### src/rtl/uart_cts_transmitter_pkg.sv
// Shared UART transmitter definitions: default baud divisor, frame constants, FSM encoding.
// Latency: none (types and constants only).
// Backpressure: n/a.
package uart_cts_transmitter_pkg;

    localparam int       DEFAULT_CLOCKS_PER_BAUD = 8;
    localparam int       UART_DATA_BITS          = 8;
    localparam logic     LINE_IDLE               = 1'b1;

    typedef enum logic [2:0] {
        ST_IDLE   = 3'd0,
        ST_START  = 3'd1,
        ST_DATA   = 3'd2,
        ST_PARITY = 3'd3,
        ST_STOP   = 3'd4
    } tx_state_e;

endpackage

### src/rtl/uart_tx_fifo.sv
// Byte FIFO between the valid/ready source and the serial framer; registered full/empty.
// Latency: a push at edge N shows as non-empty right after edge N; read data is combinational from the head.
// Backpressure: push ignored while full; simultaneous push and pop keep the count unchanged.
module uart_tx_fifo #(
    parameter int Depth = 4,
    parameter int Width = 8
) (
    input  logic             clk,
    input  logic             rst_n,
    input  logic             push_vld,
    input  logic [Width-1:0] push_dat,
    input  logic             pop,
    output logic [Width-1:0] rd_dat,
    output logic             full,
    output logic             empty
);

    localparam int PtrW = (Depth > 1) ? $clog2(Depth) : 1;
    localparam int CntW = PtrW + 1;

    logic [Width-1:0] mem_q [Depth];
    logic [Width-1:0] mem_d [Depth];
    logic [PtrW-1:0]  wr_ptr_q, wr_ptr_d;
    logic [PtrW-1:0]  rd_ptr_q, rd_ptr_d;
    logic [CntW-1:0]  cnt_q, cnt_d;
    logic             full_q, full_d;
    logic             empty_q, empty_d;
    logic             do_push;
    logic             do_pop;

    assign do_push = push_vld && !full_q;
    assign do_pop  = pop && !empty_q;
    assign rd_dat  = mem_q[rd_ptr_q];
    assign full    = full_q;
    assign empty   = empty_q;

    // Next pointers, occupancy and flags; flags are registered off the next count.
    always_comb begin
        mem_d    = mem_q;
        wr_ptr_d = wr_ptr_q;
        rd_ptr_d = rd_ptr_q;
        cnt_d    = cnt_q;
        if (do_push) begin
            mem_d[wr_ptr_q] = push_dat;
            wr_ptr_d        = wr_ptr_q + 1'b1;
        end
        if (do_pop) begin
            rd_ptr_d = rd_ptr_q + 1'b1;
        end
        case ({do_push, do_pop})
            2'b10:   cnt_d = cnt_q + 1'b1;
            2'b01:   cnt_d = cnt_q - 1'b1;
            default: cnt_d = cnt_q;
        endcase
        full_d  = (cnt_d == CntW'(Depth));
        empty_d = (cnt_d == '0);
    end

    // Storage array carries no reset; only control state is cleared.
    always_ff @(posedge clk) begin
        mem_q <= mem_d;
    end

    // Control state with synchronous active-low reset; reset wins over any push.
    always_ff @(posedge clk) begin
        if (!rst_n) begin
            wr_ptr_q <= '0;
            rd_ptr_q <= '0;
            cnt_q    <= '0;
            full_q   <= 1'b0;
            empty_q  <= 1'b1;
        end else begin
            wr_ptr_q <= wr_ptr_d;
            rd_ptr_q <= rd_ptr_d;
            cnt_q    <= cnt_d;
            full_q   <= full_d;
            empty_q  <= empty_d;
        end
    end

endmodule

### src/rtl/uart_cts_transmitter.sv
// UART transmitter gated by the peer's active-low clear-to-send; UART_TX_PARITY_EN adds an even parity bit.
// Latency: byte pushed at edge N into an idle, cleared path drives the start bit from edge N+2.
// Backpressure: tx_byte_ready drops when the FIFO is full or in reset; CTS only gates frame starts.
module uart_cts_transmitter
    import uart_cts_transmitter_pkg::*;
#(
    parameter int ClocksPerBaud = DEFAULT_CLOCKS_PER_BAUD,
    parameter int FifoDepth     = 4
) (
    input  logic       clk,
    input  logic       rst_n,
    input  logic [7:0] tx_byte,
    input  logic       tx_byte_valid,
    output logic       tx_byte_ready,
    input  logic       clear_to_send_n,
    output logic       tx_out,
    output logic       tx_busy
);

    localparam int CntW = (ClocksPerBaud > 1) ? $clog2(ClocksPerBaud) : 1;
    localparam int BitW = $clog2(UART_DATA_BITS);
    localparam logic [CntW-1:0] CntMax  = CntW'(ClocksPerBaud - 1);
    localparam logic [BitW-1:0] LastBit = BitW'(UART_DATA_BITS - 1);

    tx_state_e                 state_q, state_d;
    logic [CntW-1:0]           cnt_q, cnt_d;
    logic [BitW-1:0]           bit_q, bit_d;
    logic [UART_DATA_BITS-1:0] shreg_q, shreg_d;
    logic                      tx_out_q, tx_out_d;
    logic                      tx_busy_q, tx_busy_d;
    logic                      sync1_q, sync1_d;
    logic                      sync2_q, sync2_d;
`ifdef UART_TX_PARITY_EN
    logic                      parity_q, parity_d;
`endif

    logic       cts_ok;
    logic       fifo_pop;
    logic       fifo_full;
    logic       fifo_empty;
    logic [7:0] fifo_rd_dat;

    assign tx_byte_ready = rst_n && !fifo_full;
    assign cts_ok        = !sync2_q;
    assign tx_out        = tx_out_q;
    assign tx_busy       = tx_busy_q;

    uart_tx_fifo #(
        .Depth (FifoDepth),
        .Width (8)
    ) u_fifo (
        .clk      (clk),
        .rst_n    (rst_n),
        .push_vld (tx_byte_valid && tx_byte_ready),
        .push_dat (tx_byte),
        .pop      (fifo_pop),
        .rd_dat   (fifo_rd_dat),
        .full     (fifo_full),
        .empty    (fifo_empty)
    );

    // Frame sequencing, baud count, shifting, and the registered line/busy outputs.
    always_comb begin
        state_d  = state_q;
        cnt_d    = cnt_q;
        bit_d    = bit_q;
        shreg_d  = shreg_q;
        fifo_pop = 1'b0;
        sync1_d  = clear_to_send_n;
        sync2_d  = sync1_q;
`ifdef UART_TX_PARITY_EN
        parity_d = parity_q;
`endif

        // Line level follows the state already in force, so the output register adds one cycle.
        case (state_q)
            ST_START:  tx_out_d = 1'b0;
            ST_DATA:   tx_out_d = shreg_q[0];
`ifdef UART_TX_PARITY_EN
            ST_PARITY: tx_out_d = parity_q;
`endif
            default:   tx_out_d = LINE_IDLE;
        endcase
        tx_busy_d = (state_q != ST_IDLE) || !fifo_empty;

        case (state_q)
            ST_IDLE: begin
                if (!fifo_empty && cts_ok) begin
                    fifo_pop = 1'b1;
                    shreg_d  = fifo_rd_dat;
`ifdef UART_TX_PARITY_EN
                    parity_d = ^fifo_rd_dat;
`endif
                    cnt_d    = CntMax;
                    state_d  = ST_START;
                end
            end
            ST_START: begin
                if (cnt_q == '0) begin
                    cnt_d   = CntMax;
                    bit_d   = '0;
                    state_d = ST_DATA;
                end else begin
                    cnt_d = cnt_q - 1'b1;
                end
            end
            ST_DATA: begin
                if (cnt_q == '0) begin
                    cnt_d   = CntMax;
                    shreg_d = shreg_q >> 1;
                    if (bit_q == LastBit) begin
`ifdef UART_TX_PARITY_EN
                        state_d = ST_PARITY;
`else
                        state_d = ST_STOP;
`endif
                    end else begin
                        bit_d = bit_q + 1'b1;
                    end
                end else begin
                    cnt_d = cnt_q - 1'b1;
                end
            end
`ifdef UART_TX_PARITY_EN
            ST_PARITY: begin
                if (cnt_q == '0) begin
                    cnt_d   = CntMax;
                    state_d = ST_STOP;
                end else begin
                    cnt_d = cnt_q - 1'b1;
                end
            end
`endif
            ST_STOP: begin
                if (cnt_q == '0) begin
                    // Chain straight into the next start bit when allowed: no idle gap.
                    if (!fifo_empty && cts_ok) begin
                        fifo_pop = 1'b1;
                        shreg_d  = fifo_rd_dat;
`ifdef UART_TX_PARITY_EN
                        parity_d = ^fifo_rd_dat;
`endif
                        cnt_d    = CntMax;
                        state_d  = ST_START;
                    end else begin
                        state_d = ST_IDLE;
                    end
                end else begin
                    cnt_d = cnt_q - 1'b1;
                end
            end
            default: begin
                cnt_d   = '0;
                state_d = ST_IDLE;
            end
        endcase
    end

    // State register; reset drops any frame in flight and parks the line idle.
    always_ff @(posedge clk) begin
        if (!rst_n) begin
            state_q   <= ST_IDLE;
            cnt_q     <= '0;
            bit_q     <= '0;
            shreg_q   <= '0;
            tx_out_q  <= LINE_IDLE;
            tx_busy_q <= 1'b0;
            sync1_q   <= 1'b1;
            sync2_q   <= 1'b1;
`ifdef UART_TX_PARITY_EN
            parity_q  <= 1'b0;
`endif
        end else begin
            state_q   <= state_d;
            cnt_q     <= cnt_d;
            bit_q     <= bit_d;
            shreg_q   <= shreg_d;
            tx_out_q  <= tx_out_d;
            tx_busy_q <= tx_busy_d;
            sync1_q   <= sync1_d;
            sync2_q   <= sync2_d;
`ifdef UART_TX_PARITY_EN
            parity_q  <= parity_d;
`endif
        end
    end

endmodule

### config.mk
export PLATFORM = sky130hd
export DESIGN_NAME = uart_cts_transmitter
export DESIGN_NICKNAME = d
export VERILOG_FILES = /design/src/rtl/uart_cts_transmitter_pkg.sv /design/src/rtl/uart_tx_fifo.sv /design/src/rtl/uart_cts_transmitter.sv
export SDC_FILE = /design/constraint.sdc
export NUM_CORES = 1
export LEC_CHECK = 0
export CAP_MARGIN = 0
export CORE_AREA = 8 8 105 107
export CTS_CLUSTER_SIZE = 16
export DETAILED_ROUTE_END_ITERATION = 16
export DIE_AREA = 0 0 113 115
export GPL_TIMING_DRIVEN = 0
export PLACE_DENSITY = 0.53
export SETUP_SLACK_MARGIN = 0.02
export SYNTH_ARGS = -nofsm -noshare
export SYNTH_HDL_FRONTEND = slang
export SYNTH_SLANG_ARGS = --single-unit
export TNS_END_PERCENT = 20
### constraint.sdc
create_clock -name clk -period 3.69 [get_ports clk]
set_input_delay 0.738 -clock clk [delete_from_list [all_inputs] [get_ports clk]]
set_output_delay 0.738 -clock clk [all_outputs]
set_load 0.005 [all_outputs]
### After elaboration in Yosys (flattened, before gate mapping)

Cells that the tools add are included.

* output and inout port bits: 3
* bits of input ports: 12
* register bits: 62

* add/sub/neg operators: 6
* bitwise operators: 2
* eq/ne operators: 13
* reductions and logical operators: 20
* magnitude comparators: 3
* multiplexer cells: 30

Operators with widths (number)
* $mux 8: 6
* $mux 3: 11
* $bwmux 32: 1
* $pmux 8 s3: 1
* $bmux 8 s2: 1
* $demux 8 s2: 1
* $ne 2x2->1 const B: 6
* $pmux 3 s2: 2
* $pmux 3 s4: 1
* $eq 3x3->1 const B: 3
* $logic_not 3->1: 3
* $pmux 3 s3: 1
* $add 3x1->3 const B: 2
* $ge 3x3->1 const B: 2
* $logic_and 1x1->1: 6
* $not 2->3: 2
* $reduce_bool 3->1: 2
* $sub 3x1->3 const B: 2
* $reduce_and 5->1: 1
* $add 2x1->2 const B: 2
* $pmux 1 s2: 2
* $reduce_and 4->1: 1
* $eq 3x1->1 const B: 1
* $eq 3x2->1 const B: 1
* other kinds (9): 13

### Longest topological paths before layout

Gate-level depths: netlist of run 1.

* depth in word-level cells: 9
* mapped depth: 13
* gate-level depth less buffers: 12

### Modules after synthesis

A second synthesis of run 1 with hierarchy kept.

* cells, all modules: 217
* area total of the unflattened synthesis: 2783.9 µm²

By module, submodules not included
* uart_tx_fifo: seq. area each 1141.1 µm², times used 1, cells each 93, area each 1666.6 µm²
* uart_cts_transmitter: seq. area each 420.4 µm², times used 1, cells each 124, area each 1117.3 µm²

### Least setup slack after synthesis of run 1

Ideal clock, no wire load.

* kind: reg-to-reg
* start: register cnt_q[0]
* end: register u_fifo.full_q (netlist: u_fifo.full)
* library setup time: 65 ps
* data arrival time: 2666 ps
* setup slack: 959 ps
* clock period less this slack: 2731 ps
* stages on the path, launching flop included: 14
* buffers on the path: 1
* cells stage by stage: dfxtp_1 inv_1 ha_1 ha_1 clkbuf_1 nand2b_1 and3_1 ha_1 inv_1 fa_1 xor2_1 or3_1 a21oi_1 nor2b_1

* word-level cells in the longest chain between the ends: 7
* elaborated cells between the ends (all ways): 8
* classes of those cells: eq/ne: 3; mux: 3; reduce/logical: 2

RTL lines
* start, declared: RTL line uart_cts_transmitter.sv:26 `logic [CntW-1:0] cnt_q, cnt_d;`
* start signal, assigned: RTL line uart_cts_transmitter.sv:175 `cnt_q <= cnt_d;`
* $logic_not 3->1 *: RTL line uart_cts_transmitter.sv:135 `if (cnt_q == '0) begin`
* $mux 1 *: RTL line uart_cts_transmitter.sv:135
* $pmux 1 s2 *: RTL line uart_cts_transmitter.sv:86 `case (state_q)`
* $logic_and 1x1->1 *: RTL line uart_tx_fifo.sv:32 `assign do_pop = pop && !empty_q;`
* net u_fifo.do_pop: RTL line uart_tx_fifo.sv:29 `logic do_pop;`
* $eq 2x1->1 / $eq 2x2->1 (equally long branches): RTL line uart_tx_fifo.sv:50 `case ({do_push, do_pop})`
* $pmux 3 s2 *: RTL line uart_tx_fifo.sv:50
* $eq 3x3->1 *: RTL line uart_tx_fifo.sv:55 `full_d = (cnt_d == CntW'(Depth));`
* end signal, assigned: RTL line uart_tx_fifo.sv:76 `full_q <= full_d;`
* end, declared: RTL line uart_tx_fifo.sv:26 `logic full_q, full_d;`

Mark *: on every way through the listed nets, which the timed path passes. The rest lies on a longest branch.
A chain may end at the register's enable or synchronous reset.

### Final worst setup path of run 1

* start: input port rst_n
* end: output port tx_byte_ready

* word-level cells in the longest chain between the ends: 1

RTL lines
* start, declared: RTL line uart_cts_transmitter.sv:11 `input logic rst_n,`
* $logic_and 1x1->1: RTL line uart_cts_transmitter.sv:43 `assign tx_byte_ready = rst_n && !fifo_full;`
* end, declared: RTL line uart_cts_transmitter.sv:14 `output logic tx_byte_ready,`

No other way between the ends.

==> results.toml, run 1 <==
[run_status]
status = "complete, no violations"

[pwr]
pwr-share-comb = 0.134
switching_share = 0.281
p_int_mw = 1.11
ir_drop_mv = 0.193
p_leak_nw = 1.11
p_total_mw = 1.54
clkPwrFrac = 0.360
seqPwrFrac = 0.505
power_density_nw_per_um2 = 485
power_switching_uw = 433

[logic_synthesis]
yosysWarnings = 0
synth_top_area_share = 0.355
synth_area_um2 = 2710
syn_nets = 244
syn_inst = 222
ys_ff_latch = 62
yosysTopAreaCell = "edfxtp_1"
ys_seq_area_frac = 0.577
synthTopCellsByArea = "edfxtp_1, dfxtp_1, mux4_2"
avgSynthCellArea_um2 = 12.2
synth_cell_types = 46

[timing]
holdWs_ps = 420
slew_violations = 0
period_needed_ps = 3170
finalSetupViolCount = 0
rsz0062_at_grt = "false"
skew_ps = 9.53
slew_headroom = 0.550
period_share = 0.860
hold_violations = 0
worst_pin_slew_ps = 673
tns_ps = 0
setup_slack_ps = 518
max_freq_mhz = 315

[worst_setup_path]
critPathLaunchType = "input port"
cp_slowest_cell = "clkdlybuf4s50_1"
worstPathArrival_ps = 2430
rr_worst_depth = 13
endpoint_kind = "output port"
worstPathCellList = "clkdlybuf4s50_1 > nor2b_1 > clkdlybuf4s50_1"
path_max_fanout = 9
cpMostUsedCell = "clkdlybuf4s50_1"
crit_family = "buffers and inverters"
required_ps = 2950
worst-setup-path-type = "in2out"
cp.depth = 3
critical_path_buf_inv_count = 2
cpPeakStageDelay_ps = 700

[detailed_routing]
dr.pass1.iters = 4
drc = 0
drt-initial-drc-count = 71
drtAntennaViolNets = 0
wl_met1_um = 2610
met2_length_um = 2420
wirelength_um = 5280
num_vias = 1730
wl_per_cell_um = 14.4
vias_per_cell = 4.73
dr_wl_met3_um = 131
routed.top_layer = "met4"

[placed_design]
place.gp.congestion = 0.776
hpwl_um = 3620
port_buffers = 14
place_area_um2 = 2990
placed_cells = 350
dp_worst_setup_slack_ps = 239

[die]
die_area_um2 = 13000
dieHeight_um = 115
die_x_um = 113
coreArea_um2 = 9460
placementRows = 36
num_io_pins = 15
start_util = 0.286

[cts]
cts_resized = 0
htree_levels = 3
clkSinkCount = 62
cts-root-buf = "clkbuf_8"
clkTransAtPathRegs_ps = 70
cts_tree = "done"
hold_buffers = 0
cts_setup_buffers = 0
clk_latency_ps = 330
cts_buffers = 9
clockBufferDepth = 2

[final_layout]
syn_to_final_growth_pct = 17.3
fin_util = 0.336
drive_above_1_share = 0.147
diodes = 0
finish.instance_area_um2 = 3180
fin_cells = 366
layout_commonest_cell = "edfxtp_1"
nNetsFinal = 269
mostFrequentLayoutCells = "edfxtp_1, dfxtp_1, nand2_1, clkdlybuf4s50_1"

[hold_path]
hold_depth = 1
hp-class = "reg2reg"

[global_routing]
grt_pass1_wl_um = 9040
overflow = 0
grt_usage = 0.0892
antenna_found_initial = 0
grt_pass1_vias = 1823
grt_max_degree = 15

[job]
maxCapViolCount = 0
## registers in the layout, indices dropped and copies added, names as in the netlist
name	cells
bit_q	3
u_fifo.empty	1
tx_out	1
u_fifo.cnt_q	3
u_fifo.mem_q	32
u_fifo.rd_ptr_q	2
sync2_q	1
shreg_q	8
sync1_q	1
state_q	3
u_fifo.full	1
tx_busy	1
cnt_q	3
u_fifo.wr_ptr_q	2
## power by group through the flow
stage | sequential (mW) | combinational, mW | clock, mW
2_1_floorplan | 0.789 | 0.147 | 0
3_3_place_gp | 0.794 | 0.202 | 0
3_5_place_dp | 0.795 | 0.205 | 0
4_1_cts | 0.779 | 0.206 | 0.576
5_1_grt | 0.784 | 0.230 | 0.603
6_report | 0.779 | 0.207 | 0.555
## layer usage
metal	vias up	track usage
li1	861	-
met1	836	0.104
met2	23	0.148
met3	10	0.0247
met4	0	0.0453
met5	-	0
## worst reg2reg max path: stages, from the launching register on
cell and delay, ps:
dfxtp_1 340, inv_1 80, ha_1 140, ha_1 170
clkbuf_1 390, nand2b_1 210, and3_1 270, ha_1 210
inv_1 60, fa_1 370, xor2_1 160, or3_1 310
a21oi_1 220, nor2b_1 170
## path summary, 6_finish.rpt
path,from,endpoint,slack (ps)
setup reg to reg,cnt_q[0]$_SDFF_PN0_,u_fifo.full$_SDFF_PN0_,540
hold reg to reg,sync1_q$_SDFF_PN1_,sync2_q$_SDFF_PN1_,420
setup / recovery,rst_n,tx_byte_ready,520
hold / removal,sync1_q$_SDFF_PN1_,sync2_q$_SDFF_PN1_,420
## logic make-up (layout without fill, tap and decap cells)
group	after synthesis	in the layout	synth area share
simple gates	65	65	0.128
flops	62	62	0.577
compound gates	47	47	0.116
buf+inv	22	52	0.0351
mux	11	11	0.0781
fa+ha+maj	10	10	0.0490
xor+xnor	5	5	0.0162
## synth_stat cells, drive strengths merged
master and count:
a211oi 3, a21o 1, a21oi 10, a22o 1
a31oi 11, and2 1, and3 6, buf 6
clkbuf 4, dfxtp 30, edfxtp 32, fa 1
ha 9, inv 12, mux2 1, mux2i 2
mux4 8, nand2 18, nand2b 9, nand3 2
nand3b 2, nand4 3, nor2 12, nor2b 3
nor3 3, nor3b 1, o211ai 1, o21a 2
o21ai 13, o21bai 1, o311ai 1, o31a 1
o31ai 2, or3 1, or3b 2, or4 1
or4b 1, xnor2 2, xor2 3
## layout make-up
class	count	area, um^2
inverter	12	45.0
tap	114	143
buffer	10	50.0
clock buffer	9	124
timing repair buffer	14	140
sequential	62	1560
fill	975	6280
multi-input combinational	138	1050
clock inverter	7	61.3
Power figures use the tool's default switching activity.
==> inputs of run 2 (changes only) <==
Settings changed: CORE_AREA 8 8 105 107 to 2 2 99 101, CTS_CLUSTER_SIZE 16 to unset, DIE_AREA 0 0 113 115 to 0 0 101 103.
==> run 2 against run 1 <==
  * Worst hold slack worse by 11 ps
  * Global-route usage up 2.8 points
  * Total power down 0.38%
  * Worst setup slack better by 45 ps
  * Clock skew down 2.9 ps
  * Cell count unchanged
  * Critical path depth up 10
  * Critical endpoint is now u_fifo.full$_SDFF_PN0_
==> results.toml, run 2 (same netlist as run 1, synthesis figures left out) <==
[run_status]
status = "complete, no violations"

[cts]
cts_buffers = 9
cts-root-buf = "clkbuf_8"
clkSinkCount = 62
hold_buffers = 0
cts_resized = 0
cts_tree = "done"
clk_latency_ps = 340
htree_levels = 3
cts_setup_buffers = 0
clockBufferDepth = 2
clkTransAtPathRegs_ps = 80

[final_layout]
layout_commonest_cell = "edfxtp_1"
syn_to_final_growth_pct = 17.1
fill_cells = 962
largest_register = "u_fifo.mem_q"
mostFrequentLayoutCells = "edfxtp_1, dfxtp_1, nand2_1, clkdlybuf4s50_1"
largest_register_ff_count = 32
reg_top3 = "u_fifo.mem_q x32, shreg_q x8"
nNetsFinal = 269
diodes = 0
drive_above_1_share = 0.147

[detailed_routing]
drt-initial-drc-count = 63
wl_per_cell_um = 14.4
drc = 0
wirelength_um = 5270
num_vias = 1760
drtAntennaViolNets = 0
dr.pass1.iters = 4
vias_per_cell = 4.81

[worst_setup_path]
r2r_start = "cnt_q[0]$_SDFF_PN0_"
worst-setup-path-type = "reg2reg"
rr_worst_depth = 13
rrSetupSlack_ps = 560
critPathLaunchType = "register"
required_ps = 3970
endpoint_kind = "register"
crit_start = "cnt_q[0]$_SDFF_PN0_"
path_max_fanout = 10
worstPathArrival_ps = 3410
timing.rr.end = "u_fifo.full$_SDFF_PN0_"

[global_routing]
grt_usage = 0.117
grt_pass1_wl_um = 9080
grt-busiest-layer = "met2"
grtUsageMet2 = 0.189
overflow = 0
antenna_found_initial = 0
use_met1 = 0.145
grt_pass1_vias = 1823
grt_use_met3 = 0.0373
grt_max_degree = 14

[hold_path]
hold_depth = 1
hold_end = "sync2_q$_SDFF_PN1_"
min_from = "sync1_q$_SDFF_PN1_"
hp-class = "reg2reg"

[pwr]
pwr-share-comb = 0.137
ir_drop_mv = 0.220
power_switching_uw = 430
switching_share = 0.280
power_density_nw_per_um2 = 484
seqPwrFrac = 0.508
p_total_mw = 1.53
p_int_mw = 1.10
clkPwrFrac = 0.356
p_leak_nw = 1.11

[timing]
finalSetupViolCount = 0
skew_ps = 6.61
period_share = 0.847
slew_headroom = 0.509
rsz0062_at_grt = "false"
setup_slack_ps = 563
max_freq_mhz = 320
worst_pin_slew_ps = 733
slew_violations = 0
period_needed_ps = 3130
tns_ps = 0
hold_violations = 0

[die]
placementRows = 36
num_io_pins = 15
start_util = 0.286
die_area_um2 = 10400
dieHeight_um = 103
coreArea_um2 = 9460
die_x_um = 101

[placed_design]
place.gp.congestion = 0.804
hpwl_um = 3530
port_buffers = 14
dp_worst_setup_slack_ps = 297

[job]
maxCapViolCount = 0
-- run 2: cell count changes in the layout (fill, tap and decap cells not counted), sizes merged --
cell / before / now
inv: 16 / 15
clkinv: 1 / 2
-- run 2: worst max-delay path: stages, from the launching register on --
cell and delay, ps:
dfxtp_1 340, inv_1 80, ha_1 150, ha_1 190
clkbuf_1 390, nand2b_1 210, and3_1 260, ha_1 210
inv_1 60, fa_1 370, xor2_1 160, or3_1 300
a21oi_1 220, nor2b_1 140
-- run 2: per-stage QoR --
stage,util,hold slack (ps),std cells,area (um^2)
final,0.335,409,366,3170
after global placement,0.316,417,350,2990
after floorplan,-,386,222,2710
after detailed placement,0.316,401,350,2990
after CTS,0.335,417,366,3170
after global routing,0.335,447,366,3170
-- run 2: layout make-up --
cell class	count	area [um^2]	share of cell area
Inverter	12	45.0	0.0142
Clock inverter	7	57.6	0.0181
Sequential cell	62	1560	0.492
Tap cell	114	143	0.0450
Multi-Input combinational cell	138	1050	0.331
Clock buffer	9	124	0.0391
Buffer	10	50.0	0.0158
Timing Repair Buffer	14	140	0.0442
-- run 2: power groups by stage --
stage | combinational, mW | sequential (mW) | clock, mW
final | 0.210 | 0.779 | 0.546
after global routing | 0.236 | 0.784 | 0.607
after floorplan | 0.147 | 0.789 | 0
after CTS | 0.209 | 0.779 | 0.565
after global placement | 0.203 | 0.794 | 0
after detailed placement | 0.206 | 0.794 | 0
-- run 2: worst max-delay path by stage --
| stage | depth (start not counted) | slack, ps | endpoint |
|---|---|---|---|
| CTS | 3 | 560 | tx_byte_ready |
| global route | 13 | 250 | u_fifo.full$_SDFF_PN0_ |
| floorplan | 13 | 960 | u_fifo.full$_SDFF_PN0_ |
| global placement | 11 | 260 | u_fifo.full$_SDFF_PN0_ |
| detailed placement | 11 | 300 | u_fifo.full$_SDFF_PN0_ |
| finish | 13 | 560 | u_fifo.full$_SDFF_PN0_ |
-- run 2: per-layer routing --
layer / wire, um / part of all wire
met1: 2470 / 0.47
met2: 2470 / 0.47
met3: 225 / 0.043
met4: 104 / 0.020
met5: 0 / 0
==> inputs of run 3 (changes only) <==
Clock period 3.69 ns to 3.1 ns, I/O delays scaled along.
==> run 3 against run 2 <==
  * Combinational power rose by 23%
  * Register-to-register slack worse by 280 ps
  * Sequential share of layout area fell by 0.17 points
  * Clock power grew 19%
  * Sequential power up 19%
  * Wire length up 1.0%
  * Clock skew grew 1.8 ps
  * Critical endpoint is now tx_byte_ready
  * Total power up 20%
  * First-iteration DRC count grew 13%
  * Critical path depth is 10 lower
  * Highest routed layer unchanged
  * Global-route usage stayed put
  * Worst hold slack got worse by 2.1 ps
==> results.toml, run 3 (same netlist as run 1, synthesis figures left out) <==
[worst_setup_path]
endpoint_kind = "output port"
cpPeakStageDelay_ps = 680
cp_slowest_cell = "clkdlybuf4s50_1"
worstPathArrival_ps = 2270
cpMostUsedCell = "clkdlybuf4s50_1"
worst-setup-path-type = "in2out"
required_ps = 2480
critPathLaunchType = "input port"
path_max_fanout = 9
worstPathCellList = "clkdlybuf4s50_1 > nor2b_1 > clkdlybuf4s50_1"

[cts]
clockBufferDepth = 2
cts-root-buf = "clkbuf_8"
clk_latency_ps = 340
clkTransAtPathRegs_ps = 80
clkSinkCount = 62
cts_tree = "done"
cts_buffers = 9
htree_levels = 3

[global_routing]
use_met1 = 0.145
grtUsageMet2 = 0.189
grt_max_degree = 14
overflow = 0
grt_pass1_vias = 1823
antenna_found_initial = 0
grt_usage = 0.117
grt-busiest-layer = "met2"
grt_use_met3 = 0.0373
grt_pass1_wl_um = 9080

[detailed_routing]
drt-initial-drc-count = 71
drtAntennaViolNets = 0
wl_per_cell_um = 14.5
num_vias = 1761
dr.pass1.iters = 4
vias_per_cell = 4.81
drc = 0
wirelength_um = 5320

[hold_path]
hp-class = "reg2reg"

[placed_design]
dp_worst_setup_slack_ps = -175
placed_cells = 350
hpwl_um = 3530
port_buffers = 14
place.gp.congestion = 0.804

[timing]
slew_violations = 0
setup_slack_ps = 213
max_freq_mhz = 346
hold_violations = 0
period_share = 0.931
worst_pin_slew_ps = 737
holdWs_ps = 407
rsz0062_at_grt = "false"
finalSetupViolCount = 0
period_needed_ps = 2890
skew_ps = 8.41
slew_headroom = 0.507

[final_layout]
largest_register = "u_fifo.mem_q"
fin_util = 0.337
largest_register_ff_count = 32
fin_cells = 366
nNetsFinal = 269
reg_top3 = "u_fifo.mem_q x32, shreg_q x8"
drive_above_1_share = 0.163
layout_commonest_cell = "edfxtp_1"
syn_to_final_growth_pct = 17.6
mostFrequentLayoutCells = "edfxtp_1, dfxtp_1, nand2_1, clkdlybuf4s50_1"
diodes = 0

[die]
placementRows = 36
die_area_um2 = 10400
dieHeight_um = 103
start_util = 0.286
coreArea_um2 = 9460
die_x_um = 101
num_io_pins = 15

[run_status]
status = "complete, no violations"

[pwr]
pwr-share-comb = 0.140
ir_drop_mv = 0.262
p_int_mw = 1.32
power_switching_uw = 516
p_leak_nw = 1.12
clkPwrFrac = 0.355
seqPwrFrac = 0.505
power_density_nw_per_um2 = 577
switching_share = 0.281

[job]
maxCapViolCount = 0
## run 3: cell types whose count changed in the layout (fill, tap and decap cells not counted)
cell      previous run  this run
a21oi_1             10         9
a21oi_2              0         1
and3_1               6         5
and3_2               0         1
buf_4                0         1
clkbuf_1             4         3
nor2_1              12        11
nor2_2               0         1
## run 3: cell type report
type | instances | area (um^2)
repair buffers | 14 | 140
clock buffers | 9 | 124
multi-input cells | 138 | 1060
fillers | 959 | 6280
flip-flops and latches | 62 | 1560
plain buffers | 10 | 53.8
inverters | 12 | 45.0
clock inverters | 7 | 57.6
well taps | 114 | 143
## run 3: worst max-delay path, delay by kind of cell
kind	cells	cell delay [ps]
simple gates	1	380
buf+inv	2	1260
## run 3: repair_timing
item | CTS | global route
resized for setup | 1 | 6
hold buffers | 0 | 0
setup buffers | 0 | 0
endpoints found under the setup margin | 2 | 3
## run 3: per-stage QoR
stage | power, mW | area [um^2] | TNS, ps
3_5_place_dp | 1.19 | 2990 | -380
6_report | 1.84 | 3180 | 0
2_1_floorplan | 1.11 | 2710 | 0
4_1_cts | 1.85 | 3170 | 0
3_3_place_gp | 1.19 | 2990 | -501
5_1_grt | 1.94 | 3180 | 0
## run 3: power by group through the flow
| stage | registers, mW | logic [mW] | clock network, mW |
|---|---|---|---|
| 2_1_floorplan | 0.939 | 0.175 | 0 |
| 6_report | 0.928 | 0.258 | 0.651 |
| 4_1_cts | 0.927 | 0.251 | 0.672 |
| 3_5_place_dp | 0.946 | 0.245 | 0 |
| 5_1_grt | 0.933 | 0.288 | 0.722 |
| 3_3_place_gp | 0.946 | 0.241 | 0 |
## run 3: per-layer routing
layer | part of all wire | vias up
li1 | - | 874
met4 | 0.020 | 0
met3 | 0.040 | 7
met1 | 0.47 | 843
met2 | 0.47 | 37
met5 | 0 | -
## run 3: final timing paths
path	slack, ps	startpoint	cells past startpoint	to
worst max-delay path	210	rst_n	3	tx_byte_ready
worst min-delay path	410	sync1_q$_SDFF_PN1_	1	sync2_q$_SDFF_PN1_
worst max register to register	280	cnt_q[0]$_SDFF_PN0_	13	u_fifo.full$_SDFF_PN0_
worst min register to register	410	sync1_q$_SDFF_PN1_	1	sync2_q$_SDFF_PN1_
